[config.mk]
export PLATFORM = sky130hd
export DESIGN_NAME = control_sequencer
export DESIGN_NICKNAME = d
export VERILOG_FILES = /design/src/rtl/cpu_pkg.sv /design/src/rtl/gpr_select_encode.sv /design/src/rtl/control_sequencer.sv
export SDC_FILE = /design/constraint.sdc
export NUM_CORES = 1
export LEC_CHECK = 0
export BUFFER_PORTS_ARGS = -buffer_cell sky130_fd_sc_hd__clkbuf_2
export CAP_MARGIN = 10
export CORE_MARGIN = 8
export CORE_UTILIZATION = 48
export DETAILED_ROUTE_END_ITERATION = 7
export PLACE_DENSITY = 0.81
export SLEW_MARGIN = 10
export SYNTH_ARGS = -nofsm -noshare
export SYNTH_HDL_FRONTEND = slang
export SYNTH_SLANG_ARGS = --single-unit
[constraint.sdc]
create_clock -name clk -period 4.5 [get_ports clk]
set_clock_uncertainty 0.15 [all_clocks]
set_input_delay 0.675 -clock clk [delete_from_list [all_inputs] [get_ports clk]]
set_output_delay 0.675 -clock clk [all_outputs]
set_load 0.05 [all_outputs]
[src/rtl/cpu_pkg.sv]
// Shared definitions for the bus-architecture CPU control path: opcodes,
// instruction field positions, sequencer states and opcode classification.
package cpu_pkg;

    localparam int unsigned OP_HI = 31;
    localparam int unsigned OP_LO = 27;
    localparam int unsigned RA_HI = 26;
    localparam int unsigned RA_LO = 23;
    localparam int unsigned RB_HI = 22;
    localparam int unsigned RB_LO = 19;
    localparam int unsigned RC_HI = 18;
    localparam int unsigned RC_LO = 15;

    localparam logic [4:0] OP_LD   = 5'b00000;
    localparam logic [4:0] OP_ST   = 5'b00010;
    localparam logic [4:0] OP_ADD  = 5'b00011;
    localparam logic [4:0] OP_SUB  = 5'b00100;
    localparam logic [4:0] OP_AND  = 5'b00101;
    localparam logic [4:0] OP_OR   = 5'b00110;
    localparam logic [4:0] OP_ROR  = 5'b00111;
    localparam logic [4:0] OP_ROL  = 5'b01000;
    localparam logic [4:0] OP_SHR  = 5'b01001;
    localparam logic [4:0] OP_SHL  = 5'b01011;
    localparam logic [4:0] OP_MUL  = 5'b01110;
    localparam logic [4:0] OP_DIV  = 5'b01111;
    localparam logic [4:0] OP_NEG  = 5'b10000;
    localparam logic [4:0] OP_NOT  = 5'b10001;
    localparam logic [4:0] OP_JR   = 5'b10100;
    localparam logic [4:0] OP_IN   = 5'b10110;
    localparam logic [4:0] OP_OUT  = 5'b10111;
    localparam logic [4:0] OP_NOP  = 5'b11000;
    localparam logic [4:0] OP_HALT = 5'b11001;

    typedef enum logic [2:0] {RESET_S, T0, T1, T2, T3, T4, T5, HALT_S} state_t;

    // Execute-phase shape of an instruction; ClsShort finishes in T3.
    typedef enum logic [2:0] {
        ClsAlu, ClsMulDiv, ClsUnary, ClsLd, ClsSt, ClsShort, ClsHalt
    } op_class_t;

    function automatic op_class_t op_class(input logic [4:0] op);
        case (op)
            OP_ADD, OP_SUB, OP_AND, OP_OR,
            OP_ROR, OP_ROL, OP_SHR, OP_SHL: return ClsAlu;
            OP_MUL, OP_DIV:                 return ClsMulDiv;
            OP_NEG, OP_NOT:                 return ClsUnary;
            OP_LD:                          return ClsLd;
            OP_ST:                          return ClsSt;
            OP_HALT:                        return ClsHalt;
            default:                        return ClsShort;
        endcase
    endfunction

endpackage

[src/rtl/gpr_select_encode.sv]
// Selects one of the Ra/Rb/Rc instruction fields and turns it into one-hot
// GPR load/drive strobes.
module gpr_select_encode
    import cpu_pkg::*;
#(
    parameter int unsigned BITS      = 32,
    parameter int unsigned REGISTERS = 16
) (
    input  logic [BITS-1:0]      IRVal,
    input  logic                 Gra,
    input  logic                 Grb,
    input  logic                 Grc,
    input  logic                 Rin,
    input  logic                 Rout,
    output logic [REGISTERS-1:0] GPRin,
    output logic [REGISTERS-1:0] GPRout
);

    logic [3:0]           sel;
    logic [REGISTERS-1:0] onehot;
    logic                 unused_ir;

    assign unused_ir = ^{IRVal[BITS-1:RA_HI+1], IRVal[RC_LO-1:0]};

    always_comb begin
        sel = 4'd0;
        if (Gra) begin
            sel = IRVal[RA_HI:RA_LO];
        end else if (Grb) begin
            sel = IRVal[RB_HI:RB_LO];
        end else if (Grc) begin
            sel = IRVal[RC_HI:RC_LO];
        end
        onehot = REGISTERS'(1) << sel;
        GPRin  = Rin  ? onehot : '0;
        GPRout = Rout ? onehot : '0;
    end

endmodule

[src/rtl/control_sequencer.sv]
// Hardwired control unit: fixed three-step fetch, per-opcode execute steps,
// Moore control strobes decoded from the state register and IRVal.
module control_sequencer
    import cpu_pkg::*;
#(
    parameter int unsigned BITS      = 32,
    parameter int unsigned REGISTERS = 16
) (
    input  logic                 clk,
    input  logic                 reset,
    input  logic                 stop,
    input  logic [BITS-1:0]      IRVal,
    output logic [REGISTERS-1:0] GPRin,
    output logic [REGISTERS-1:0] GPRout,
    output logic                 PCin,
    output logic                 IRin,
    output logic                 RYin,
    output logic                 RZin,
    output logic                 MARin,
    output logic                 HILOin,
    output logic                 MDRin,
    output logic                 OUTPUTin,
    output logic                 Read,
    output logic                 Write,
    output logic                 INPUTout,
    output logic                 MDRout,
    output logic                 HILOout,
    output logic                 RZout,
    output logic                 PCout,
    output logic                 BAout,
    output logic                 ADD,
    output logic                 SUB,
    output logic                 MUL,
    output logic                 DIV,
    output logic                 SHR,
    output logic                 SHL,
    output logic                 ROR,
    output logic                 ROL,
    output logic                 AND,
    output logic                 OR,
    output logic                 NEGATE,
    output logic                 NOT,
    output logic                 IncPC,
    output logic                 run,
    output logic [BITS-1:0]      instr_count
);

    state_t     state;
    logic [4:0] op;
    op_class_t  cls;
    logic       done;
    logic       gra, grb, grc, rin, rout;

    assign op  = IRVal[OP_HI:OP_LO];
    assign cls = op_class(op);
    assign run = (state != RESET_S) && (state != HALT_S);

    // Last execute step of a non-halt instruction.
    assign done = (state == T5) ||
                  (state == T4 && cls == ClsUnary) ||
                  (state == T3 && cls == ClsShort);

    always_ff @(posedge clk or posedge reset) begin
        if (reset) begin
            state       <= RESET_S;
            instr_count <= '0;
        end else if (done) begin
            instr_count <= instr_count + BITS'(1);
            state       <= stop ? HALT_S : T0;
        end else begin
            case (state)
                RESET_S: state <= T0;
                T0:      state <= T1;
                T1:      state <= T2;
                T2:      state <= T3;
                T3:      state <= (cls == ClsHalt) ? HALT_S : T4;
                T4:      state <= T5;
                default: state <= state;
            endcase
        end
    end

    always_comb begin
        {PCin, IRin, RYin, RZin, MARin, HILOin, MDRin, OUTPUTin} = '0;
        {Read, Write, INPUTout, MDRout, HILOout, RZout, PCout, BAout} = '0;
        {ADD, SUB, MUL, DIV, SHR, SHL, ROR, ROL, AND, OR, NEGATE, NOT, IncPC} = '0;
        {gra, grb, grc, rin, rout} = '0;
        case (state)
            T0: {PCout, MARin, IncPC, RZin} = '1;
            T1: {RZout, PCin, Read, MDRin} = '1;
            T2: {MDRout, IRin} = '1;
            T3: begin
                case (cls)
                    ClsAlu, ClsMulDiv: {grb, rout, RYin} = '1;
                    ClsUnary: begin
                        {grb, rout, RZin} = '1;
                        NEGATE = (op == OP_NEG);
                        NOT    = (op == OP_NOT);
                    end
                    ClsLd, ClsSt: {grb, rout, BAout, MARin} = '1;
                    ClsShort: begin
                        case (op)
                            OP_IN:   {INPUTout, gra, rin} = '1;
                            OP_OUT:  {gra, rout, OUTPUTin} = '1;
                            OP_JR:   {gra, rout, PCin} = '1;
                            default: ;
                        endcase
                    end
                    default: ;
                endcase
            end
            T4: begin
                case (cls)
                    ClsAlu, ClsMulDiv: begin
                        {grc, rout, RZin} = '1;
                        ADD = (op == OP_ADD);
                        SUB = (op == OP_SUB);
                        AND = (op == OP_AND);
                        OR  = (op == OP_OR);
                        ROR = (op == OP_ROR);
                        ROL = (op == OP_ROL);
                        SHR = (op == OP_SHR);
                        SHL = (op == OP_SHL);
                        MUL = (op == OP_MUL);
                        DIV = (op == OP_DIV);
                    end
                    ClsUnary: {RZout, gra, rin} = '1;
                    ClsLd:    {Read, MDRin} = '1;
                    ClsSt:    {gra, rout, MDRin} = '1;
                    default: ;
                endcase
            end
            T5: begin
                case (cls)
                    ClsAlu:    {RZout, gra, rin} = '1;
                    ClsMulDiv: {RZout, HILOin} = '1;
                    ClsLd:     {MDRout, gra, rin} = '1;
                    ClsSt:     {MDRout, Write} = '1;
                    default: ;
                endcase
            end
            default: ;
        endcase
    end

    gpr_select_encode #(
        .BITS     (BITS),
        .REGISTERS(REGISTERS)
    ) u_gpr_select_encode (
        .IRVal (IRVal),
        .Gra   (gra),
        .Grb   (grb),
        .Grc   (grc),
        .Rin   (rin),
        .Rout  (rout),
        .GPRin (GPRin),
        .GPRout(GPRout)
    );

endmodule
==> results of run 1 <==
## worst min-delay path, stage by stage
cell	delay, ps
clkbuf_2	80
inv_1	40
buf_4	370
## state kept, by name, indices dropped and copies added, names as in the netlist
name,flops
instr_count,32
state,3
## through the flow
| stage | total power (W) | hold slack, ps | instances | setup slack [ps] |
|---|---|---|---|---|
| after global placement | 0.00115 | 308 | 527 | 282 |
| after floorplan | 0.000988 | 507 | 341 | -85.2 |
| after global routing | 0.00153 | 341 | 535 | 13.2 |
| final | 0.00145 | 291 | 535 | 206 |
| after CTS | 0.00146 | 299 | 535 | 208 |
| after detailed placement | 0.00117 | 328 | 527 | 217 |
## cell families after synthesis
family	after synthesis	share of synthesized area [%]
AOI/OAI and AO/OA	54	16.5
xor gates and xnor gates	32	9.85
adders and majority gates	5	2.20
buffers and inverters	35	6.20
DFF	35	30.8
muxes	2	0.924
other	1	0.132
and+or+nand+nor	177	33.4
## area by class of cell
type	instances	area, um2	area share (%)
inverters	17	63.8	1.74
flip-flops and latches	35	876	23.9
well taps	75	93.8	2.56
clock inverters	3	43.8	1.19
multi-input cells	271	1840	50.0
repair buffers	129	688	18.7
clock buffers	5	68.8	1.87
## synthesized netlist by cell type, drive strengths merged (5+ instances only)
cell / n
nor3: 52
nor2: 36
dfrtp: 35
nand2: 25
xor2: 25
inv: 17
nand3: 15
o21ai: 15
buf: 10
and3: 9
nor4: 9
clkbuf: 8
xnor2: 7
a21oi: 6
nand2b: 6
ha: 5
nand4: 5
## worst paths after layout
| path | to | cells after the start |
|---|---|---|
| worst max-delay path | GPRin[0] | 10 |
| worst min-delay path | instr_count[5] | 3 |
| worst max register to register | instr_count[31] | 7 |
| worst min register to register | instr_count[31] | 1 |
| max in group asynchronous | instr_count[2] | 3 |
| min in group clk | instr_count[31] | 1 |
## metal layers
layer  global-route usage, %  up-vias  routed length [um]
met2                    33.2      110                4010
met4                    5.64        0                  87
met1                    22.3     1412                3470
met5                       0        -                   0
li1                        -     1466                   -
met3                    4.89        9                 781
## power by group
part | internal (W) | total (W) | switching [W]
clock network | 0.000165 | 0.000285 | 0.000120
logic | 0.000198 | 0.000722 | 0.000524
registers | 0.000355 | 0.000439 | 0.0000842
==> results.md, run 1 <==
* Outcome: complete, no violations
* Worst-margin pin slew at 616 ps
* Data required, critical path at 3670 ps
* Number of global-route vias before repair at 2960
* DRC viols at 0
* Placed inst area at 3560 um2
* Commonest cells after routing, fill and taps aside: clkbuf_2 (111), nor3_1 (38), dfrtp_1 (35), nor2_1 (34), xor2_1 (25)
* Synthesized Nets at 381
* Total GRT Usage at 19.0%
* Antenna-violating nets left at 0
* CP max stage cell: or4b_1
* Buffers on Ports at 112
* Crit path top cell by count: clkbuf_2
* Largest cells by area after synthesis: dfrtp_1 (31%), nor3_1 (8.3%), xor2_1 (7.7%), nor2_1 (4.5%), nand2_1 (3.2%)
* Post-synth cell types at 62
* IO Pins at 129
* Initial core utilization at 48.9%
* Syn Inst Count at 341
* Yosys warns at 0
* Setup crit end kind: primary output
* CTS Buf Count at 5
* GRT Residual Overflow at 0
* Average wire per standard cell at 15.6 um
* Number of synthesized register bits at 35
* Htree depth at 2
* Final hold violations at 0
* Fraction of registers with async set/reset at 100%
* Global-route wire length before repair at 13.7 mm
* Worst Setup Path Type: in -> out
* Layout Nets at 499
* Max Cap Viol at 0
* Antenna cells at 0
* Area share of the largest cell type after synthesis at 30.8%
* Leading area contributor after synthesis: dfrtp_1
* Ys flop type: dfrtp_1
* Hold buffer count at CTS at 0
* Synthesis-to-finish area growth at 29.1%
* Leak Pwr at 1.69 nW
* Worst min-delay path class: in -> async
* Setup TNS at 0 ps
* Maximum clock insertion buffer count at 2
* DIE AREA at 8640 um2
* Max incr delay on CP at 570 ps
* Postcts setup bufs at 0
* Final worst path period need at 4290 ps
* RR Startpoint: instr_count[3]
* Unrepaired setup endpoints after global routing: no
* Post-cts sizing count at 0
* Final Util at 63.1%
* Most common cell after layout, fill and taps aside: clkbuf_2
* CTS Sinks at 35
* Worst EP arrival at 3470 ps
* Syn_area_per_cell at 8.34 um2
* CTS tree: yes
* Critical path launch point: IRVal[28]
* Fmax at 0.233 GHz
* CTS Root Cell: clkbuf_8
* Filler instances at 532
* Vias per cell at 5.60
* Share of layout cells above drive strength 1 at 37.4%
* Crit path cell chain: clkbuf_2 > ha_1 > or4b_1 > o31ai_1 > nor2_2 > mux2_4 > o31a_1 > o211ai_1 > nor3_1 > clkbuf_2
* R2R Setup Slk at 1800 ps
* Family with the most delay on the worst path: compound AO/OA/AOI/OAI gates
* Power per cell area at 394 nW/um2
* First-pass DRT Iterations at 4
* Largest net degree at the start of global routing at 36
* Core area at 5820 um2
* Final setup violation count at 0
* Final Cycle Share at 95.4%
* Worst ir drop on vdd at 0.000381 V
* Die H at 93.0 um
* Drt first-iter violations at 114
* Final count of pins violating max slew at 0
* Row Count at 28
* CP startpoint kind: input port
* Placer Congestion at 0.862
* EDFF count, synth at 0
* Clk_lat worst skew at 290 ps
* Vias at 2997
* Worst Path Max Fanout at 9
* Slew HR at 58.7%
* CP Buf/Inv Count at 2
* Die Wd at 93.0 um
* Seq/Total Area, Yosys at 30.8%
* Total Wirelength at 8.34 mm
* Initial antenna violation count at 0
* CTS clk-pin slew, worst paths at 70 ps
* Cell Area, Synth at 2840 um2
* Final HPWL DP at 6.60 mm
* Post-route design area at 3670 um2
(Power assumes the default switching activity.)
==> inputs of run 2 (changes only) <==
GPL_TIMING_DRIVEN = 0   (was default)
clock period = 4.1 ns   (was 4.5 ns; I/O delays follow)
==> run 2 against run 1 <==
The flow now finishes with violations (setup timing). Via count up 8.3%. Power up 15%. Utilization up 9.0 points. Sequential power about the same. Worst setup slack worse by 220 ps. Worst hold slack worse by 14 ps. Cell area up 14%. Largest cell class unchanged.
==> results.md, run 2 (synthesized netlist as in run 1, its figures left out) <==
* Outcome: finished with violations
* Failing checks: setup timing
* Core area at 5820 um2 (unchanged)
* Synthesis-to-finish area growth at 47.5%
* Most Crowded Layer GR: met2
* CTS clk-pin slew, worst paths at 60 ps (about the same)
* Worst Path Max Fanout at 8 (-1)
* Grt met3 use at 4.89% (unchanged)
* Number of global-route vias before repair at 3024 (+2.2%)
* GRT Residual Overflow at 0 (unchanged)
* Antenna cells at 0 (unchanged)
* Most common cell after layout, fill and taps aside: clkbuf_2
* FF+latch area at 876 um2 (unchanged)
* Setup TNS at -36.5 ps (-36.5 ps)
* CTS Sinks at 35 (unchanged)
* Worst-margin pin slew at 871 ps (+255 ps)
* First-pass DRT Iterations at 5 (+1)
* Regs by FF count: instr_count x32, state x3
* Fmax at 0.243 GHz
* Met2 Usage GRT at 35.3% (+2.1 points)
* DRC viols at 0 (unchanged)
* Met1 GRT Util at 24.7% (+2.4 points)
* Worst ir drop on vdd at 0.000361 V (-5.2%)
* Worst setup margin at -18.1 ps (-224 ps)
* Area of the multi-input gates at 2140 um2 (+16%)
* Final Cycle Share at 100%
* Initial core utilization at 48.9% (unchanged)
* Data required, critical path at 3340 ps (-330 ps)
* CTS Buf Count at 5 (unchanged)
* Max reg flops at 32 (unchanged)
* Final HPWL DP at 6.81 mm (+3.3%)
* Clk_lat worst skew at 280 ps (about the same)
* Hold buffer count at CTS at 0 (unchanged)
* Placer Congestion at 0.855 (-0.78%)
* Initial antenna violation count at 0 (unchanged)
* Max Cap Viol at 0 (unchanged)
* Row Count at 28 (unchanged)
* Die H at 93.0 um (unchanged)
* Setup crit end kind: primary output
* Total Wirelength at 10.0 mm (+20%)
* Maximum clock insertion buffer count at 2 (unchanged)
* Vias per cell at 5.87 (+4.8%)
* CP startpoint kind: input port
* Unrepaired setup endpoints after global routing: yes
* Final setup violation count at 4 (+4)
* Largest register by flop count: instr_count
* Largest net degree at the start of global routing at 36 (unchanged)
* Average wire per standard cell at 18.1 um (+16%)
* Worst EP arrival at 3350 ps (-120 ps)
* Htree depth at 2 (unchanged)
* Final hold violations at 0 (unchanged)
* Layout Nets at 517 (+3.6%)
* Final worst path period need at 4120 ps
* CTS tree: yes
* Die Wd at 93.0 um (unchanged)
* Final count of pins violating max slew at 0 (unchanged)
* CTS Root Cell: clkbuf_8
* Worst Setup Path Type: in -> out
* Buffers on Ports at 112 (unchanged)
* IO Pins at 129 (unchanged)
* DIE AREA at 8640 um2 (unchanged)
* Power per cell area at 396 nW/um2 (+0.59%)
* Share of layout cells above drive strength 1 at 45.2% (+7.8 points)
* Slew HR at 41.8% (-17 points)
* Antenna-violating nets left at 0 (unchanged)
* Worst min-delay path class: in -> async
* Commonest cells after routing, fill and taps aside: clkbuf_2 (80), buf_4 (39), dfrtp_1 (35), nor2_1 (32), nor3_1 (29)
* Leak Pwr at 1.82 nW (+8.0%)
* Vias at 3246 (+8.3%)
* Filler instances at 419 (-21%)
* Total GRT Usage at 20.3% (+1.3 points)
* Global-route wire length before repair at 14.8 mm (+7.4%)
* Drt first-iter violations at 159 (+39%)
* Overall power at 0.00166 W (+15%)
## run 2: cell count changes in the layout (fill, tap and decap cells not counted), sizes merged
cell,previous run,this run
clkinv,2,0
clkbuf,116,102
bufinv,1,0
buf,18,53
## run 2: what timing repair did
item	in CTS	in global routing
gates cloned	0	1
setup buffers	7	9
endpoints found under the hold margin	0	0
setup endpoints to repair	32	32
pin swaps	9	8
resized for setup	44	80
## run 2: critical path, stage by stage
cell,delay [ps]
clkbuf_2,110
inv_1,130
ha_1,160
clkbuf_4,170
nand2b_1,140
a311o_2,460
buf_12,150
mux2_4,290
o31ai_4,180
buf_6,170
a221oi_4,100
buf_2,190
nor3_2,230
buf_4,240
## run 2: layout make-up
type	count	share of cell area [%]
Buffer	18	2.92
Multi-Input combinational cell	271	51.0
Timing Repair Buffer	129	19.1
Sequential cell	35	20.9
Inverter	17	1.52
Clock buffer	8	2.39
Tap cell	75	2.24
## run 2: per-layer routing
metal  routed length (um)  vias up  share of wire (%)
li1                     -     1494                  -
met2                 4940      184                 49
met5                    0        -                  0
met4                  162        0                1.6
met3                  892       19                8.9
met1                 4030     1549                 40
## run 2: stage by stage
step | cells | hold WS (ps) | cell area (um2) | utilization [%] | setup WS (ps)
CTS | 543 | 303 | 3860 | 66.3 | 1.86
floorplan | 341 | 507 | 2900 | - | -365
global placement | 528 | 308 | 3550 | 61.0 | -339
detailed placement | 528 | 330 | 3550 | 61.0 | -422
global route | 553 | 335 | 4190 | 72.1 | -102
finish | 553 | 277 | 4190 | 72.1 | -18.1
## run 2: worst paths after layout
kind / from / to / slack, ps / cells past startpoint
worst min-delay path: reset / instr_count[7] / 280 / 2
min in group clk: instr_count[31] / instr_count[31] / 330 / 1
worst max register to register: state[0] / instr_count[21] / 1590 / 8
max in group asynchronous: reset / instr_count[2] / 3070 / 2
worst min register to register: instr_count[31] / instr_count[31] / 330 / 1
worst max-delay path: IRVal[27] / GPRin[9] / -20 / 14
## run 2: where the power goes
| part | switching, W | total [W] | internal (W) |
|---|---|---|---|
| Combinational | 0.000677 | 0.000949 | 0.000272 |
| Sequential | 0.0000526 | 0.000442 | 0.000390 |
| Clock | 0.000117 | 0.000270 | 0.000153 |
==> inputs of run 3 (changes only) <==
ABC_AREA = 1   (was default)
CORE_UTILIZATION = 49   (was 48)
PLACE_DENSITY = 0.82   (was 0.81)
==> run 3 against run 2 <==
The run now ends clean. Worst hold slack lost 5.9 ps. Clock-buffer cell count is the same. Sequential power grew 2%. Critical path depth grew 3. Critical path type unchanged. Largest power group unchanged. Highest routed layer unchanged.
==> results.md, run 3 <==
* Worst-margin pin slew at 703 ps (-168 ps)
* Layout Nets at 571 (+10%)
* Synthesized Nets at 454 (+19%)
* Core area at 5890 um2 (+1.2%)
* Final setup violation count at 0 (-4)
* Total GRT Usage at 19.4% (-0.96 points)
* Largest net degree at the start of global routing at 36 (unchanged)
* EDFF count, synth at 0 (unchanged)
* FF+latch area at 876 um2 (unchanged)
* Cell Count Post-Placement at 599 (+13%)
* Vias per cell at 5.18 (-12%)
* Synthesis-to-finish area growth at 25.1%
* Global-route wire length before repair at 14.0 mm (-4.9%)
* Crit path cell chain: clkbuf_2 > inv_1 > ha_1 > nand2_1 > nand2_1 > nand2_1 > nand3_2 > nand2_4 > nand2_1 > nand3_2 > nand2_1 > nor2_1 > nand2_1 > nand2_2 > nand4_1 > nor2_1 > clkbuf_2
* Yosys warns at 0 (unchanged)
* Initial core utilization at 50.4% (+1.5 points)
* Power per cell area at 468 nW/um2 (+18%)
* Max reg flops at 32 (unchanged)
* CTS clk-pin slew, worst paths at 70 ps (about the same)
* Post-synth cell types at 38 (-39%)
* Share of layout cells above drive strength 1 at 33.6% (-12 points)
* Drt first-iter violations at 149 (-6.3%)
* DRC viols at 0 (unchanged)
* Hold buffer count at CTS at 0 (unchanged)
* Most common cell after layout, fill and taps aside: clkbuf_2
* Postcts setup bufs at 0 (-7)
* Clk_lat worst skew at 290 ps (about the same)
* CTS Sinks at 35 (unchanged)
* Commonest cells after routing, fill and taps aside: clkbuf_2 (110), nand2_1 (74), nor2_1 (65), inv_1 (47), dfrtp_1 (35)
* RR Endpoint: instr_count[17]
* Area share of the largest cell type after synthesis at 29.5% (-1.3 points)
* Slew HR at 53.1% (+11 points)
* Max incr delay on CP at 280 ps (-180 ps)
* Leading area contributor after synthesis: dfrtp_1
* Largest cells by area after synthesis: dfrtp_1 (30%), nand2_1 (9.4%), nor2_1 (8.2%), xor2_1 (6.8%), inv_1 (6.1%)
* Adder-cell share of the synthesized area at 2.11% (-0.091 points)
* Final count of pins violating max slew at 0 (unchanged)
* Data required, critical path at 3340 ps (about the same)
* Post-cts sizing count at 0 (-100%)
* Number of synthesized register bits at 35 (unchanged)
* CP Buf/Inv Count at 3 (-4)
* Vias at 3145 (-3.1%)
* Worst ir drop on vdd at 0.000320 V (-11%)
* CTS tree: yes
* Initial antenna violation count at 0 (unchanged)
* Family with the most delay on the worst path: simple AND/OR/NAND/NOR gates
* Area of the multi-input gates at 1830 um2 (-15%)
* Mux contribution to synthesized area at 0% (-0.92 points)
* Average wire per standard cell at 14.1 um (-22%)
* Htree depth at 2 (unchanged)
* Syn Inst Count at 414 (+21%)
* R2R depth at 9 (+1)
* Final hold violations at 0 (unchanged)
* Buffers on Ports at 110 (-1.8%)
* Unrepaired setup endpoints after global routing: no
* Die Wd at 93.8 um (+0.90%)
* Final Cycle Share at 88.1% (-12 points)
* Seq/Total Area, Yosys at 29.5% (-1.3 points)
* RR Startpoint: state[0]
* Total Wirelength at 8.58 mm (-14%)
* CP max stage cell: clkbuf_2
* CTS Root Cell: clkbuf_8
* Final HPWL DP at 7.07 mm (+3.8%)
* Regs by FF count: instr_count x32, state x3
* Fmax at 0.277 GHz (+14%)
* Filler instances at 546 (+30%)
* First-pass DRT Iterations at 4 (-1)
* Worst min-delay path class: in -> async
* Post-synthesis compound-gate area fraction at 4.30% (-12 points)
* CTS Buf Count at 5 (unchanged)
* Leading cell types by count after synthesis: nand2_1 (74), nor2_1 (65), inv_1 (48), dfrtp_1 (35), nor3_1 (24)
* Ys flop type: dfrtp_1
* Setup crit end kind: primary output
* Crit path top cell by count: nand2_1
* Largest family of logic cells by synthesized area: simple AND/OR/NAND/NOR gates
* Row Count at 28 (unchanged)
* Setup TNS at 0 ps (+36.5 ps)
* Number of global-route vias before repair at 3087 (+2.1%)
* CP startpoint kind: input port
* Antenna cells at 0 (unchanged)
* Worst Path Max Fanout at 9 (+1)
* Worst EP arrival at 2850 ps (-500 ps)
* Largest register by flop count: instr_count
* Die H at 93.8 um (+0.90%)
* Syn_area_per_cell at 7.17 um2 (-14%)
* Fraction of registers with async set/reset at 100% (unchanged)
* IO Pins at 129 (unchanged)
* Leak Pwr at 1.95 nW (+7.1%)
* R2R Setup Slk at 1970 ps (+380 ps)
* Placer Congestion at 1.00 (+17%)
* Most common cell in the netlist: nand2_1
* GRT Residual Overflow at 0 (unchanged)
* DIE AREA at 8800 um2 (+1.8%)
* Cell Count, Final, Fillers Out at 607 (+9.8%)
* Outcome: complete, no violations
* Antenna-violating nets left at 0 (unchanged)
* Final worst path period need at 3610 ps (-504 ps)
* Synth Area in XOR/XNOR at 8.86% (-1.0 points)
* Maximum clock insertion buffer count at 2 (unchanged)
* Worst Setup Path Type: in -> out
* Synth Area in Simple Gates at 46.2% (+13 points)
* Cell Area, Synth at 2970 um2 (+4.3%)
* Max Cap Viol at 0 (unchanged)
## run 3: changes by cell type after synthesis, sizes merged, moves of 7 or more
cell | previous run | this run
inv | 17 | 53
nor2 | 36 | 73
nand2 | 25 | 91
and3 | 9 | 0
nor3 | 52 | 24
clkbuf | 8 | 1
nand3 | 15 | 36
nand4 | 5 | 20
## run 3: cell families after synthesis
group	count (synthesis)
buf+inv	63
other cells	1
flops	35
xor+xnor	30
simple gates	258
fa+ha+maj	5
compound gates	22
## run 3: layout make-up
class                      instances  area share, %
buffer                            10           1.75
tap                               75           2.53
clock buffer                       8           2.70
multi-input combinational        316           49.2
inverter                          53           5.36
timing repair buffer             110           14.8
sequential                        35           23.6
## run 3: metrics by stage
step / power [W] / hold slack [ps] / setup slack (ps) / utilization [%] / instance area (um2)
floorplan: 0.00124 / 365 / 297 / - / 2970
global placement: 0.00145 / 305 / 602 / 61.4 / 3610
detailed placement: 0.00147 / 324 / 490 / 61.4 / 3610
CTS: 0.00174 / 289 / 486 / 63.1 / 3710
global route: 0.00185 / 330 / 204 / 63.1 / 3710
finish: 0.00174 / 271 / 486 / 63.1 / 3710
## run 3: worst max path at each step
stage | to | cells after the start | start | slack, ps
2_1_floorplan | GPRin[10] | 12 | IRVal[28] | 300
3_3_place_gp | GPRin[11] | 17 | IRVal[27] | 600
3_5_place_dp | GPRin[11] | 17 | IRVal[27] | 490
4_1_cts | GPRin[11] | 17 | IRVal[27] | 490
5_1_grt | GPRin[11] | 17 | IRVal[27] | 200
6_report | GPRout[3] | 17 | IRVal[27] | 490
## run 3: layer usage
layer  global-route usage, %  part of all wire [%]
met3                    3.92                   6.0
met1                    22.4                    41
met4                    8.19                   2.6
met2                    33.8                    51
met5                       0                     0
## run 3: report_power, final
part	internal (W)	total [W]	switching, W
Clock	0.000153	0.000274	0.000121
Combinational	0.000241	0.00101	0.000773
Sequential	0.000397	0.000450	0.0000535
Total	0.000791	0.00174	0.000948
